<file path="src/rtl/icache.sv">
// Direct-mapped, one-word-per-line instruction cache sitting between the IF
// stage and memCtrl; hits return next cycle, misses refill through memCtrl.
module icache #(
    parameter int INDEX_BITS = 5,
    parameter int TAG_BITS   = 32 - INDEX_BITS - 2
) (
    input  logic        clk_in,
    input  logic        rst_in,
    input  logic        rdy_in,
    input  logic        IFreq_in,
    input  logic [31:0] IFpc_in,
    input  logic        flush_in,
    output logic        busy_out,
    output logic        instE_out,
    output logic [31:0] inst_out,
    output logic        memReq_out,
    output logic [31:0] memAddr_out,
    input  logic        memInstE_in,
    input  logic [31:0] memInst_in
);

    localparam int LINES = 1 << INDEX_BITS;

    localparam logic [1:0] IDLE = 2'd0;
    localparam logic [1:0] MISS = 2'd1;
    localparam logic [1:0] WAIT = 2'd2;

    logic [1:0]          state_reg;
    logic [LINES-1:0]    valid_reg;
    logic [TAG_BITS-1:0] tag_mem  [LINES];
    logic [31:0]         data_mem [LINES];

    logic [INDEX_BITS-1:0] req_index;
    logic [TAG_BITS-1:0]   req_tag;
    logic [INDEX_BITS-1:0] fill_index;
    logic [TAG_BITS-1:0]   fill_tag;
    logic                  hit;
    logic                  accept;
    logic                  fill_we;
    logic                  unused_pc_bits;

    assign req_index  = IFpc_in[INDEX_BITS+1:2];
    assign req_tag    = IFpc_in[31:INDEX_BITS+2];
    // The latched miss address doubles as the refill index/tag holder.
    assign fill_index = memAddr_out[INDEX_BITS+1:2];
    assign fill_tag   = memAddr_out[31:INDEX_BITS+2];
    assign unused_pc_bits = ^IFpc_in[1:0];

    assign hit     = valid_reg[req_index] && (tag_mem[req_index] == req_tag);
    assign accept  = rdy_in && (state_reg == IDLE) && IFreq_in && !flush_in;
    // Flush wins over a same-cycle refill: the line is left untouched.
    assign fill_we = rdy_in && (state_reg == MISS) && memInstE_in && !flush_in;

    assign busy_out = (state_reg != IDLE);

    always_ff @(posedge clk_in or negedge rst_in) begin
        if (!rst_in) begin
            valid_reg <= '0;
        end else if (fill_we) begin
            valid_reg[fill_index] <= 1'b1;
        end
    end

    always_ff @(posedge clk_in) begin
        if (fill_we) begin
            tag_mem[fill_index]  <= fill_tag;
            data_mem[fill_index] <= memInst_in;
        end
    end

    always_ff @(posedge clk_in or negedge rst_in) begin
        if (!rst_in) begin
            state_reg   <= IDLE;
            instE_out   <= 1'b0;
            inst_out    <= 32'h0;
            memReq_out  <= 1'b0;
            memAddr_out <= 32'h0;
        end else if (rdy_in) begin
            instE_out <= 1'b0;
            case (state_reg)
                IDLE: begin
                    if (accept) begin
                        if (hit) begin
                            inst_out  <= data_mem[req_index];
                            instE_out <= 1'b1;
                        end else begin
                            memAddr_out <= {IFpc_in[31:2], 2'b00};
                            memReq_out  <= 1'b1;
                            state_reg   <= MISS;
                        end
                    end
                end
                MISS: begin
                    if (flush_in) begin
                        memReq_out <= 1'b0;
                        state_reg  <= WAIT;
                    end else if (memInstE_in) begin
                        inst_out   <= memInst_in;
                        instE_out  <= 1'b1;
                        memReq_out <= 1'b0;
                        state_reg  <= WAIT;
                    end
                end
                // Gives memCtrl one cycle to drop its registered IFinstE_out.
                WAIT: begin
                    state_reg <= IDLE;
                end
                default: begin
                    state_reg  <= IDLE;
                    memReq_out <= 1'b0;
                end
            endcase
        end
    end

endmodule

</file>
<file path="config.mk">
export PLATFORM = sky130hd
export DESIGN_NAME = icache
export DESIGN_NICKNAME = d
export VERILOG_FILES = /design/src/rtl/icache.sv
export SDC_FILE = /design/constraint.sdc
export NUM_CORES = 2
export LEC_CHECK = 0
export CAP_MARGIN = 20
export CORE_MARGIN = 3
export CORE_UTILIZATION = 35
export DETAILED_ROUTE_END_ITERATION = 8
export PLACE_DENSITY_LB_ADDON = 0.12
export SLEW_MARGIN = 10
export SYNTH_ARGS = -nofsm -noshare
export SYNTH_HDL_FRONTEND = slang
export SYNTH_SLANG_ARGS = --single-unit
</file>
<file path="constraint.sdc">
create_clock -name clk_in -period 8 [get_ports clk_in]
set_input_delay 0.8 -clock clk_in [delete_from_list [all_inputs] [get_ports clk_in]]
set_output_delay 0.8 -clock clk_in [all_outputs]
set_load 0.02 [all_outputs]
</file>
### Word-level counts from Yosys, hierarchy flattened

Memory sizes are Yosys's and may differ from the RTL's.
Index checks and enable logic that the tools add are counted.

* $add $sub $neg: 0
* multipliers: 0
* divide/modulo/power cells: 0
* order comparisons: 3
* eq/ne operators: 9
* shift-type cells: 0
* multiplexer cells: 26
* bitwise gates (word level): 3
* reductions and logical operators: 16

Operators with widths (count)
* two-way mux 32 bit: 4
* one-hot mux 32 bit (2 select lines): 1
* bitwise OR 32 bit: 1
* == test 25 bit: 1
* < comparator 5 x 6 -> 1 bit (second input constant): 2
* two-way mux 1 bit: 12
* != test 2 bit (second input constant): 5
* logical AND 1 bit: 8
* two-way mux 2 bit: 4
* AND reduction 4 bit: 2
* AND reduction 6 bit: 1
* binary-select mux 1 bit (select 5 bit): 1
* demux 1 bit (select 5 bit): 1
* >= comparator 5 x 1 -> 1 bit (second input constant): 1
* AND reduction 5 bit: 1
* one-hot mux 2 bit (2 select lines): 1
* nonzero test 2 bit: 2
* != test 3 bit (second input constant): 1
* one-hot mux 1 bit (3 select lines): 1
* == test 2 x 1 -> 1 bit (second input constant): 1
* == test 2 bit (second input constant): 1
* zero test 2 bit: 1
* NOT 1 bit: 2
* one-hot mux 1 bit (2 select lines): 1
* zero test 1 bit: 1

* bits in registers: 98
* bits in latches: 0
* memory bits (writable): 1824
* bits in read-only memories: 0
* bits of input ports: 70
* output and inout port bits: 67
* logic and storage cells: 65
* memories kept: 2

Memories
* data_mem: words 32, bits a word 32, read ports 1, clocked after Yosys merged registers in 0, wr ports 1, RTL line 31 `logic [31:0] data_mem [LINES];`
* tag_mem: words 32, bits a word 25, read ports 1, clocked after Yosys merged registers in 0, wr ports 1, RTL line 30 `logic [TAG_BITS-1:0] tag_mem [LINES];`

### Logic depth before layout (Yosys ltp)

* depth after elaboration: 6
* depth in mapped cells: 16

### Worst setup path before layout

OpenSTA, ideal clock, no wires.

* path type: input-to-reg
* from: input rdy_in
* to: memory data_mem[12][0], enable pin
* data arrival time: 4.072 ns
* data required time: 7.527 ns
* slack: 3.455 ns
* cell stages on the path: 6
* cells stage by stage: inv_1 nor2_1 nand3_1 or3_1 clkbuf_1 nor2_1

* longest elaborated chain between the ends: 5

Ends and longest elaborated chain
* start, declared: RTL line 9 `input logic rdy_in,`
* logical AND 1 bit (3 in series): RTL line 52 `assign fill_we = rdy_in && (state_reg == MISS) && memInstE_in && !flush_in;`
* two-way mux 1 bit: RTL line 65 `if (fill_we) begin`
* two-way mux 1 bit (not written as such): RTL line 67 `data_mem[fill_index] <= memInst_in;`
* end, declared: RTL line 31

No other way between the ends.

### Final worst setup path

* from: input IFpc_in[2]
* to: register memAddr_out[15]

* longest elaborated chain between the ends: 5
* elaborated cells on any way between the ends: 7
* classes of those cells: 1 x eq/ne; 2 x mux; 1 x bitwise; 2 x reduce/logical; 1 x memory

Ends and longest elaborated chain
* start, declared: RTL line 11 `input logic [31:0] IFpc_in,`
* memory read (32 x 25 bit) or binary-select mux 1 bit (select 5 bit) (tied branches)
* == test 25 bit or two-way mux 1 bit (tied branches): RTL line 49 `assign hit = valid_reg[req_index] && (tag_mem[req_index] == req_tag);`
* logical AND 1 bit *: RTL line 49
* NOT 1 bit (no source line) *
* AND reduction 4 bit (no source line) *
* end signal, assigned: RTL line 87 `memAddr_out <= {IFpc_in[31:2], 2'b00};`
* end, declared: RTL line 17 `output logic [31:0] memAddr_out,`

Mark *: on every way between the ends. The rest lies on a longest branch, timed or not. The select of a mux whose other input is x is not followed.
A chain may end at the register's enable or synchronous reset.

==> metrics.txt <==
outcome finished, final reports clean; end of the worst register-to-register path tag_mem[7][10]$_DFFE_PP_; global-route wire length before repair 286000 um; fraction of final layout cells sized beyond drive strength 1 26.1%; worst hold-check path type reg -> reg; unrepaired setup endpoints after global routing false; Post-Syn Instances 3328; share of flip-flops with an asynchronous set or reset 5.10%; endpoint of the worst hold-timing path valid_reg[31]$_DFFE_PN0P_; Clock Latency Late Sink 0.84 ns; mapped cell area 73900 um^2; static leakage 27.7 nW; worst hold margin 0.461 ns; Largest regs data_mem x1024, tag_mem x800; Netlist cell types 48; I/O pins 137; top register by number of flip-flops data_mem; pwr dens 264 nW/um^2; Avg Vias per Cell 5.25; number of antenna violations at the first check in global routing 13; number of optimization iterations in the first detailed-route pass 5; worst voltage drop across the vdd grid 237 uV; Fin Clk Skew 0.0470 ns; fin crit period 5.05 ns; initial core utilization 35.4%; yosys synthesis warning count 0; maximum number of pins on one net before global-route repair 125; highest attainable clock frequency 0.198 GHz; clock root cell sky130_fd_sc_hd__clkbuf_16; Max Slew Vio Count 0; clock-pin transition on the worst setup and hold timing paths 0.06 ns; depth of the most critical reg-to-reg path 6; Die Y 465 um; slew of the pin with the lowest slew margin 1.11 ns; gr ovfl total 0; Die Area 217000 um^2; setup slack of the most critical reg-to-reg path 3.63 ns; setup TNS 0 ns; Final Hold Vio Count 0; horizontal die dimension 465 um; count of nets after finishing 3711; critical path fanouts, max 54; CTS max path bufs 3; TritonCTS sink count 1922; count of state elements after synthesis 1922; Clock H-tree levels 4; global routing usage summed across all routing layers 18.7%; number of enable-type register cells in the synthesized netlist 1824; Post-DP HPWL 106000 um; wire length per cell 30.8 um; # fillers 18400; via count of the first global-routing pass 36600; main flop type after synthesis sky130_fd_sc_hd__edfxtp_1; IO buf count 132; Hold Crit Start valid_reg[31]$_DFFE_PN0P_; Setup-failing EPs final 0; Critical R2R Launch state_reg[1]$_DFFE_PN0P_; last weighted congestion value of the routability-driven placer 0.715; Crit Path Category in -> reg; number of max-cap violations 0; Largest register FFs 1024; Remaining DRCs 0; period utilisation layout 63.1%; placement row count 167; worst hold path depth 1; clock tree from TritonCTS yes; area growth from synthesis to layout 16.6%; data required time at the worst endpoint 8.69 ns; total via count in the routed design 34800; relative slew slack 25.8%; final cell utilization of the core 41.3%; Startpoint Class input pin; Arr. time, crit path 5.74 ns; wirelength, routed 204000 um; area of the placeable core 209000 um^2; Critical Path End Type flip-flop; register area share after synthesis 77.5%; Detailed Route Iter0 Violations 3360; Inserted Clock Buffers 207; CTS-repair resized insts 0; average instance area after synthesis 22.2 um^2; number of nets with antenna violations after detailed routing 0
[worst max-delay path, cell delays in order]
cell	delay, ns
sky130_fd_sc_hd__buf_8	0.44
sky130_fd_sc_hd__buf_4	0.55
sky130_fd_sc_hd__buf_4	0.65
sky130_fd_sc_hd__mux4_2	0.59
sky130_fd_sc_hd__mux2i_1	0.20
sky130_fd_sc_hd__a211oi_1	0.12
sky130_fd_sc_hd__xor2_1	0.23
sky130_fd_sc_hd__nor4_1	0.33
sky130_fd_sc_hd__nand3_1	0.36
sky130_fd_sc_hd__o21ai_4	0.64
sky130_fd_sc_hd__buf_12	0.29
sky130_fd_sc_hd__mux2_2	0.36
[logic make-up (layout without fill, tap and decap cells)]
group	count (synthesis)	count (layout)	share of synthesized area, %
flip-flops	1922	1922	77.5
multiplexers	752	752	17.5
AO/OA/AOI/OAI	232	232	2.09
AND/OR/NAND/NOR	218	218	1.51
buffers and inverters	178	674	1.12
XOR/XNOR	25	25	0.296
other	1	5	0.00508
[Yosys cell counts (7+ instances only)]
| master | count | share of area, % |
|---|---|---|
| sky130_fd_sc_hd__a211oi_1 | 21 | 0.21 |
| sky130_fd_sc_hd__a21oi_1 | 44 | 0.30 |
| sky130_fd_sc_hd__a22oi_1 | 89 | 0.90 |
| sky130_fd_sc_hd__buf_1 | 32 | 0.16 |
| sky130_fd_sc_hd__buf_2 | 60 | 0.41 |
| sky130_fd_sc_hd__buf_4 | 12 | 0.12 |
| sky130_fd_sc_hd__clkbuf_1 | 67 | 0.34 |
| sky130_fd_sc_hd__dfrtp_1 | 98 | 3.3 |
| sky130_fd_sc_hd__edfxtp_1 | 1824 | 74 |
| sky130_fd_sc_hd__mux2_1 | 15 | 0.23 |
| sky130_fd_sc_hd__mux2_2 | 75 | 1.1 |
| sky130_fd_sc_hd__mux2i_1 | 240 | 3.3 |
| sky130_fd_sc_hd__mux4_2 | 422 | 13 |
| sky130_fd_sc_hd__nand2_1 | 52 | 0.26 |
| sky130_fd_sc_hd__nand2b_1 | 7 | 0.059 |
| sky130_fd_sc_hd__nand3_1 | 12 | 0.081 |
| sky130_fd_sc_hd__nor2_1 | 45 | 0.23 |
| sky130_fd_sc_hd__nor2b_1 | 24 | 0.20 |
| sky130_fd_sc_hd__nor4_1 | 14 | 0.12 |
| sky130_fd_sc_hd__o21ai_0 | 37 | 0.25 |
| sky130_fd_sc_hd__o22ai_1 | 18 | 0.15 |
| sky130_fd_sc_hd__or2_2 | 37 | 0.31 |
| sky130_fd_sc_hd__xnor2_1 | 14 | 0.17 |
| sky130_fd_sc_hd__xor2_1 | 11 | 0.13 |
[how the worst max path moves through the flow]
stage / slack, ns / depth (start not counted) / from / end
after floorplan: 3.45 / 6 / rdy_in / data_mem[12][0]$_DFFE_PP_
after global placement: 1.93 / 12 / IFpc_in[2] / memAddr_out[26]$_DFFE_PN0P_
after detailed placement: 1.95 / 12 / IFpc_in[2] / memAddr_out[31]$_DFFE_PN0P_
after CTS: 2.85 / 12 / IFpc_in[2] / memAddr_out[7]$_DFFE_PN0P_
after global routing: 2.55 / 12 / IFpc_in[2] / memAddr_out[28]$_DFFE_PN0P_
final: 2.95 / 12 / IFpc_in[2] / memAddr_out[15]$_DFFE_PN0P_
[metal layers]
metal	vias to the layer above	track usage, %	wire length, um
met4	0	4.58	4040
met2	841	30.5	99300
met1	19000	26.5	91200
met3	256	2.72	9050
li1	14600	-	-
met5	-	0	0
[repair_timing]
item | in CTS | in global routing
hold endpoints to repair | 44 | 0
setup endpoints to repair | 0 | 0
setup buffers | 0 | 0
hold buffers | 1 | 0
[power breakdown]
group	total, mW	switching [mW]	leakage [nW]	internal (mW)
clock	9.10	3.96	3.12	5.14
combinational	1.72	0.977	6.87	0.743
sequential	11.9	0.337	17.7	11.5
total	22.7	5.27	27.7	17.4
[through the flow]
stage	instance area (um^2)	setup WS [ns]	std cells	total power, mW
detailed placement	79200	1.95	6194	13.8
global placement	79100	1.93	6191	13.8
global route	86100	2.55	6615	23.5
finish	86100	2.95	6616	22.7
CTS	85700	2.85	6588	23.0
floorplan	73900	3.45	3329	12.9
[placed cells by master (no fill, tap or decap), types with 12 or more instances in the layout]
cell	count
sky130_fd_sc_hd__clkdlybuf4s50_1	124
sky130_fd_sc_hd__a211oi_1	21
sky130_fd_sc_hd__clkbuf_1	71
sky130_fd_sc_hd__nor2_1	13
sky130_fd_sc_hd__mux2i_1	240
sky130_fd_sc_hd__edfxtp_1	1824
sky130_fd_sc_hd__mux2_1	15
sky130_fd_sc_hd__or2_2	37
sky130_fd_sc_hd__nor2b_1	22
sky130_fd_sc_hd__mux2_2	75
sky130_fd_sc_hd__o21ai_0	37
sky130_fd_sc_hd__xnor2_1	14
sky130_fd_sc_hd__clkinv_2	22
sky130_fd_sc_hd__a22oi_1	89
sky130_fd_sc_hd__mux4_2	422
sky130_fd_sc_hd__clkbuf_16	208
sky130_fd_sc_hd__nand3_1	12
sky130_fd_sc_hd__dfrtp_1	97
sky130_fd_sc_hd__nor2_4	32
sky130_fd_sc_hd__nor4_1	14
sky130_fd_sc_hd__a21oi_1	44
sky130_fd_sc_hd__buf_4	110
sky130_fd_sc_hd__clkinv_1	54
sky130_fd_sc_hd__nand2_1	52
sky130_fd_sc_hd__buf_8	18
sky130_fd_sc_hd__o22ai_1	18
[cell type report]
type	count	area (um^2)	share of cell area, %
Inverter	2	7.51	0.00872
Clock buffer	290	5620	6.53
Timing Repair Buffer	279	2880	3.34
Tap cell	2788	3490	4.05
Clock inverter	103	830	0.963
Antenna cell	3	7.51	0.00872
Multi-Input combinational cell	1229	16100	18.7
Sequential cell	1922	57200	66.4
No activity file was read; power rests on OpenSTA's default activity.
